==> src/rtl/fcsr_unit.sv <==
// Floating-point control/status register block.
// Accumulates sticky exception flags from the FP execute units and holds the
// dynamic rounding mode. Serves CSR accesses to fflags (0x001), frm (0x002)
// and fcsr (0x003), and resolves the effective rounding mode for each issuing
// FP instruction.
module fcsr_unit #(
  parameter logic [2:0] RESET_FRM = 3'b000
) (
  input  logic        clk,
  input  logic        rst_n,
  input  logic        fp_valid,
  input  logic [4:0]  fp_flags,
  input  logic        csr_en,
  input  logic [1:0]  csr_op,
  input  logic [11:0] csr_addr,
  input  logic [31:0] csr_wdata,
  output logic        csr_rvalid,
  output logic [31:0] csr_rdata,
  output logic        csr_illegal,
  input  logic [2:0]  instr_rm,
  output logic [2:0]  rm_eff,
  output logic        rm_illegal,
  output logic [2:0]  frm_out,
  output logic [4:0]  fflags_out
);

  localparam logic [11:0] AddrFflags = 12'h001;
  localparam logic [11:0] AddrFrm    = 12'h002;
  localparam logic [11:0] AddrFcsr   = 12'h003;

  localparam logic [1:0] OpRead = 2'b00;
  localparam logic [1:0] OpRw   = 2'b01;
  localparam logic [1:0] OpRs   = 2'b10;
  localparam logic [1:0] OpRc   = 2'b11;

  logic [4:0]  r_fflags;
  logic [2:0]  r_frm;
  logic        r_rvalid;
  logic [31:0] r_rdata;
  logic        r_illegal;

  logic        w_addr_ok;
  logic        w_wr_fflags;
  logic        w_wr_frm;
  logic [31:0] w_old;
  logic [31:0] w_new;
  logic [4:0]  w_fflags_d;
  logic [2:0]  w_frm_d;
  logic        w_unused_new;

  // Decode the target CSR and fetch its pre-edge value.
  always_comb begin
    w_addr_ok   = 1'b1;
    w_wr_fflags = 1'b0;
    w_wr_frm    = 1'b0;
    w_old       = 32'h0;
    unique case (csr_addr)
      AddrFflags: begin
        w_old       = {27'h0, r_fflags};
        w_wr_fflags = csr_en;
      end
      AddrFrm: begin
        w_old    = {29'h0, r_frm};
        w_wr_frm = csr_en;
      end
      AddrFcsr: begin
        w_old       = {24'h0, r_frm, r_fflags};
        w_wr_fflags = csr_en;
        w_wr_frm    = csr_en;
      end
      default: w_addr_ok = 1'b0;
    endcase
  end

  // Apply the CSR operation to the old value; fields are truncated below.
  always_comb begin
    w_new = w_old;
    unique case (csr_op)
      OpRw:    w_new = csr_wdata;
      OpRs:    w_new = w_old | csr_wdata;
      OpRc:    w_new = w_old & ~csr_wdata;
      OpRead:  w_new = w_old;
      default: w_new = w_old;
    endcase
  end

  // Upper operand bits never reach any field.
  assign w_unused_new = ^w_new[31:8];

  // Next-state for the fields; retiring FP flags are OR-ed after any CSR write
  // so that a same-cycle clear never loses them.
  always_comb begin
    w_fflags_d = r_fflags;
    w_frm_d    = r_frm;
    if (w_wr_fflags) w_fflags_d = w_new[4:0];
    if (w_wr_frm) begin
      w_frm_d = (csr_addr == AddrFcsr) ? w_new[7:5] : w_new[2:0];
    end
    if (fp_valid) w_fflags_d = w_fflags_d | fp_flags;
  end

  // Architectural state.
  always_ff @(posedge clk or negedge rst_n) begin
    if (!rst_n) begin
      r_fflags <= 5'h0;
      r_frm    <= RESET_FRM;
    end else begin
      r_fflags <= w_fflags_d;
      r_frm    <= w_frm_d;
    end
  end

  // Registered CSR response: one-cycle pulse, zero data when idle or illegal.
  always_ff @(posedge clk or negedge rst_n) begin
    if (!rst_n) begin
      r_rvalid  <= 1'b0;
      r_rdata   <= 32'h0;
      r_illegal <= 1'b0;
    end else begin
      r_rvalid  <= csr_en;
      r_rdata   <= (csr_en && w_addr_ok) ? w_old : 32'h0;
      r_illegal <= csr_en && !w_addr_ok;
    end
  end

  assign csr_rvalid  = r_rvalid;
  assign csr_rdata   = r_rdata;
  assign csr_illegal = r_illegal;
  assign frm_out     = r_frm;
  assign fflags_out  = r_fflags;

  // DYN (3'b111) defers to frm; 101..111 are reserved encodings.
  assign rm_eff     = (instr_rm == 3'b111) ? r_frm : instr_rm;
  assign rm_illegal = (rm_eff >= 3'b101);

endmodule

==> config.mk <==
export PLATFORM = sky130hd
export DESIGN_NAME = fcsr_unit
export DESIGN_NICKNAME = d
export VERILOG_FILES = /design/src/rtl/fcsr_unit.sv
export SDC_FILE = /design/constraint.sdc
export NUM_CORES = 1
export LEC_CHECK = 0
export ABC_AREA = 1
export CAP_MARGIN = 5
export CORE_ASPECT_RATIO = 0.8
export CORE_UTILIZATION = 35
export DETAILED_ROUTE_END_ITERATION = 8
export PLACE_DENSITY_LB_ADDON = 0.1
export SLEW_MARGIN = 20
export SYNTH_ARGS = -nofsm -noshare
export SYNTH_HDL_FRONTEND = slang
export SYNTH_SLANG_ARGS = --single-unit
==> constraint.sdc <==
create_clock -name clk -period 2.3 [get_ports clk]
set_clock_uncertainty 0.1 [all_clocks]
set_input_delay 0.345 -clock clk [delete_from_list [all_inputs] [get_ports clk]]
set_output_delay 0.345 -clock clk [all_outputs]
set_load 0.02 [all_outputs]
==> impl_metrics.csv <==
group,metric,value,unit
global_route,grt_remaining_overflow,0,
detailed_routing,wl_per_cell,11.0,um
critical_path,worstSetupPathType,"input pin to output port",
final_layout,ff_latch_area,450,um2
critical_path,crit_start,"instr_rm[2]",
die,core-area,3220,um2
logic_synthesis,syn_inst,163,
clock_tree,tritoncts,"built",
clock_tree,clock-sinks,18,
critical_path,critPathMaxStageDelay,0.66,ns
final_layout,area_growth,46.6,%
sta,fmax,0.454,GHz
power_and_ir_drop,power,0.744,mW
power_and_ir_drop,ir_worst_vdd,209,uV
clock_tree,clk_latency,0.25,ns
logic_synthesis,synth.distinct_cells,22,
critical_path,cp-endpoint,"rm_eff[2]",
global_route,grt_max_degree,19,
die,io_pins,104,
power_and_ir_drop,p_int,0.546,mW
placement,placed_area,1760,um2
clock_tree,htreeDepth,1,
sta,min_period,2.20,ns
placement,routabilityCongestion,0.739,
sta,slew_violations,0,
die,die_width,68.4,um
critical_path,worst-path-max-fanout,2,
detailed_routing,wirelength,2890,um
critical_path,r2r_slack,1.09,ns
global_route,grt_usage,16.1,%
final_layout,drive_gt1_share,8.52,%
critical_path,crit_family,"buffers and inverters",
run,cap_violations,0,
critical_path,required,1.86,ns
die,dieArea,3770,um2
final_layout,fillers,293,
critical_path,cp.depth,4,
clock_tree,hold_buffers,0,
detailed_routing,firstDrtPassIters,4,
sta,hold_viol_final,0,
logic_synthesis,netlist_area,1230,um2
hold_path,hold_class,"input pin to async pin",
critical_path,regToRegStartpoint,"frm_out[1]",
logic_synthesis,ys_seq_area_share,36.5,%
critical_path,cp-end-kind,"output port",
detailed_routing,viasPerCell,4.36,
die,die_y,55.1,um
sta,rsz0062_at_grt,"no",
critical_path,critPathBufInv,3,
logic_synthesis,syn_avg_cell_area,7.58,um2
final_layout,fin_area,1810,um2
global_route,grt_first_pass_wirelength,4330,um
power_and_ir_drop,power.leakage,0.941,nW
die,rows,18,
die,start_util,38.3,%
placement,dp_hpwl,2350,um
clock_tree,clock-root-buffer,"clkbuf_8",
power_and_ir_drop,pwr_density_cell,411,nW/um2
logic_synthesis,ys_warn_count,0,
final_layout,fin_nets,282,
power_and_ir_drop,p_clk_share,34.1,%
sta,finalCritPeriodShare,95.7,%
power_and_ir_drop,p_switching,0.198,mW
global_route,grt_pass1_vias,968,
placement,port_buffers,55,
detailed_routing,vias,1147,
critical_path,worstPathArrival,1.76,ns
critical_path,cp_cell_sequence,"clkdlybuf4s50_1 > inv_1 > a31oi_1 > clkdlybuf4s50_1",
power_and_ir_drop,seqPwrFrac,42.9,%
sta,finalSetupViolCount,0,
detailed_routing,dr.first_iter.drc_count,67,
detailed_routing,antenna_left,0,
critical_path,start_kind,"input pin",
status,outcome,"finished, final reports clean",
power_and_ir_drop,swShare,26.6,%
critical_path,path_common_cell,"clkdlybuf4s50_1",
critical_path,slowest_stage,"clkdlybuf4s50_1",
clock_tree,clk_pin_slew,0.07,ns
clock_tree,numCtsBuffers,3,
final_layout,diodes,0,
logic_synthesis,yosys_register_bits,18,
detailed_routing,drc,0,
critical_path,worst_r2r_endpoint,"fflags_out[1]",
power_and_ir_drop,comb_power_share,23.0,%
final_layout,multi_input_area,631,um2
critical_path,r2r_cells,7,
clock_tree,clock_path_buffers,2,
global_route,antenna_found_initial,0,
-- power groups by stage --
stage          Combinational [mW]  Sequential (mW)  Clock [mW]
5_1_grt                     0.186            0.319       0.276
6_report                    0.171            0.319       0.253
3_3_place_gp                0.168            0.325           0
3_5_place_dp                0.171            0.325           0
2_1_floorplan               0.109            0.328           0
4_1_cts                     0.171            0.319       0.260
-- synth_stat cells (all sizes together) --
cell	number	area [um2]
a22oi	3	22.5
a31oi	2	12.5
buf	24	180
conb	1	3.75
dfrtp	18	450
inv	16	60.1
nand2	48	188
nand3	16	105
nor2	20	110
nor3	2	10.0
nor3b	1	12.5
o21a	1	7.51
o21ai	8	40.0
o31ai	1	7.51
or2	1	8.76
xor2	1	16.3
-- sequential cells by signal, summed over array words and instances (netlist names) --
name	flops
csr_rdata	8
csr_illegal	1
frm_out	3
fflags_out	5
csr_rvalid	1
-- layer usage --
metal / track usage, % / part of all wire (%) / up-vias
li1: - / - / 586
met1: 21.0 / 45 / 505
met2: 26.3 / 47 / 52
met3: 3.28 / 6.6 / 4
met4: 5.90 / 1.0 / 0
met5: 0 / 0 / -
-- worst register-to-register path: stages (launching register included) --
cell and delay [ns]:
dfrtp_1 0.39, buf_4 0.16, nand3_1 0.08, nand2_1 0.09, nand2_1 0.09, nand2_1 0.06, nand2_1 0.08, nand2_1 0.06
-- metrics by stage --
step,cells,hold WS [ns],utilization [%],setup TNS (ns),setup slack (ns)
finish,263,0.321,56.2,0,0.0979
global route,263,0.344,56.2,0,0.00753
CTS,263,0.331,56.2,0,0.114
detailed placement,259,0.417,54.5,-0.0485,-0.0485
global placement,259,0.414,54.5,0,0.00337
floorplan,186,-0.0506,-,0,0.573
-- cell type report --
| type | count | area share [%] |
|---|---|---|
| Inverter | 16 | 3.32 |
| Timing Repair Buffer | 57 | 31.2 |
| Sequential cell | 18 | 24.9 |
| Tap cell | 40 | 2.76 |
| Clock buffer | 4 | 3.04 |
| Multi-Input combinational cell | 128 | 34.8 |
-- worst min path at each step --
stage | startpoint | end | slack [ns]
floorplan | rst_n | csr_illegal | -0.05
global placement | fflags_out[3] | fflags_out[3] | 0.41
detailed placement | fflags_out[3] | fflags_out[3] | 0.42
CTS | rst_n | csr_rdata[2] | 0.33
global route | rst_n | csr_rdata[5] | 0.34
finish | rst_n | csr_rdata[2] | 0.32
-- layout by cell type, fill, tap and decap left out --
cell type,netlist,layout
a22oi_1,3,3
a31oi_1,2,2
buf_4,24,2
clkbuf_8,0,4
clkdlybuf4s50_1,0,54
conb_1,1,24
dfrtp_1,18,18
dlygate4sd2_1,0,1
inv_1,14,14
inv_2,2,2
nand2_1,45,45
nand2_2,3,3
nand3_1,14,14
nand3_4,2,2
nor2_1,17,17
nor2_2,1,1
nor2_8,2,2
nor3_1,2,2
nor3b_2,1,1
o21a_1,1,1
o21ai_0,6,6
o21ai_1,2,2
o31ai_1,1,1
or2_4,1,1
xor2_2,1,1
-- repair_timing --
action | CTS | global route
resized for setup | 1 | 0
endpoints found under the setup margin | 1 | 0
buffers inserted | 0 | 0
-- kinds of logic (layout without fill, tap and decap cells) --
kind of cell    after synthesis  in the layout  synth area share, %
simple gates                 88             88                 35.2
buf+inv                      40             77                 19.5
flops                        18             18                 36.5
compound gates               15             15                 7.30
other cells                   1             24                0.304
xor+xnor                      1              1                 1.32
(Power assumes the default switching activity.)
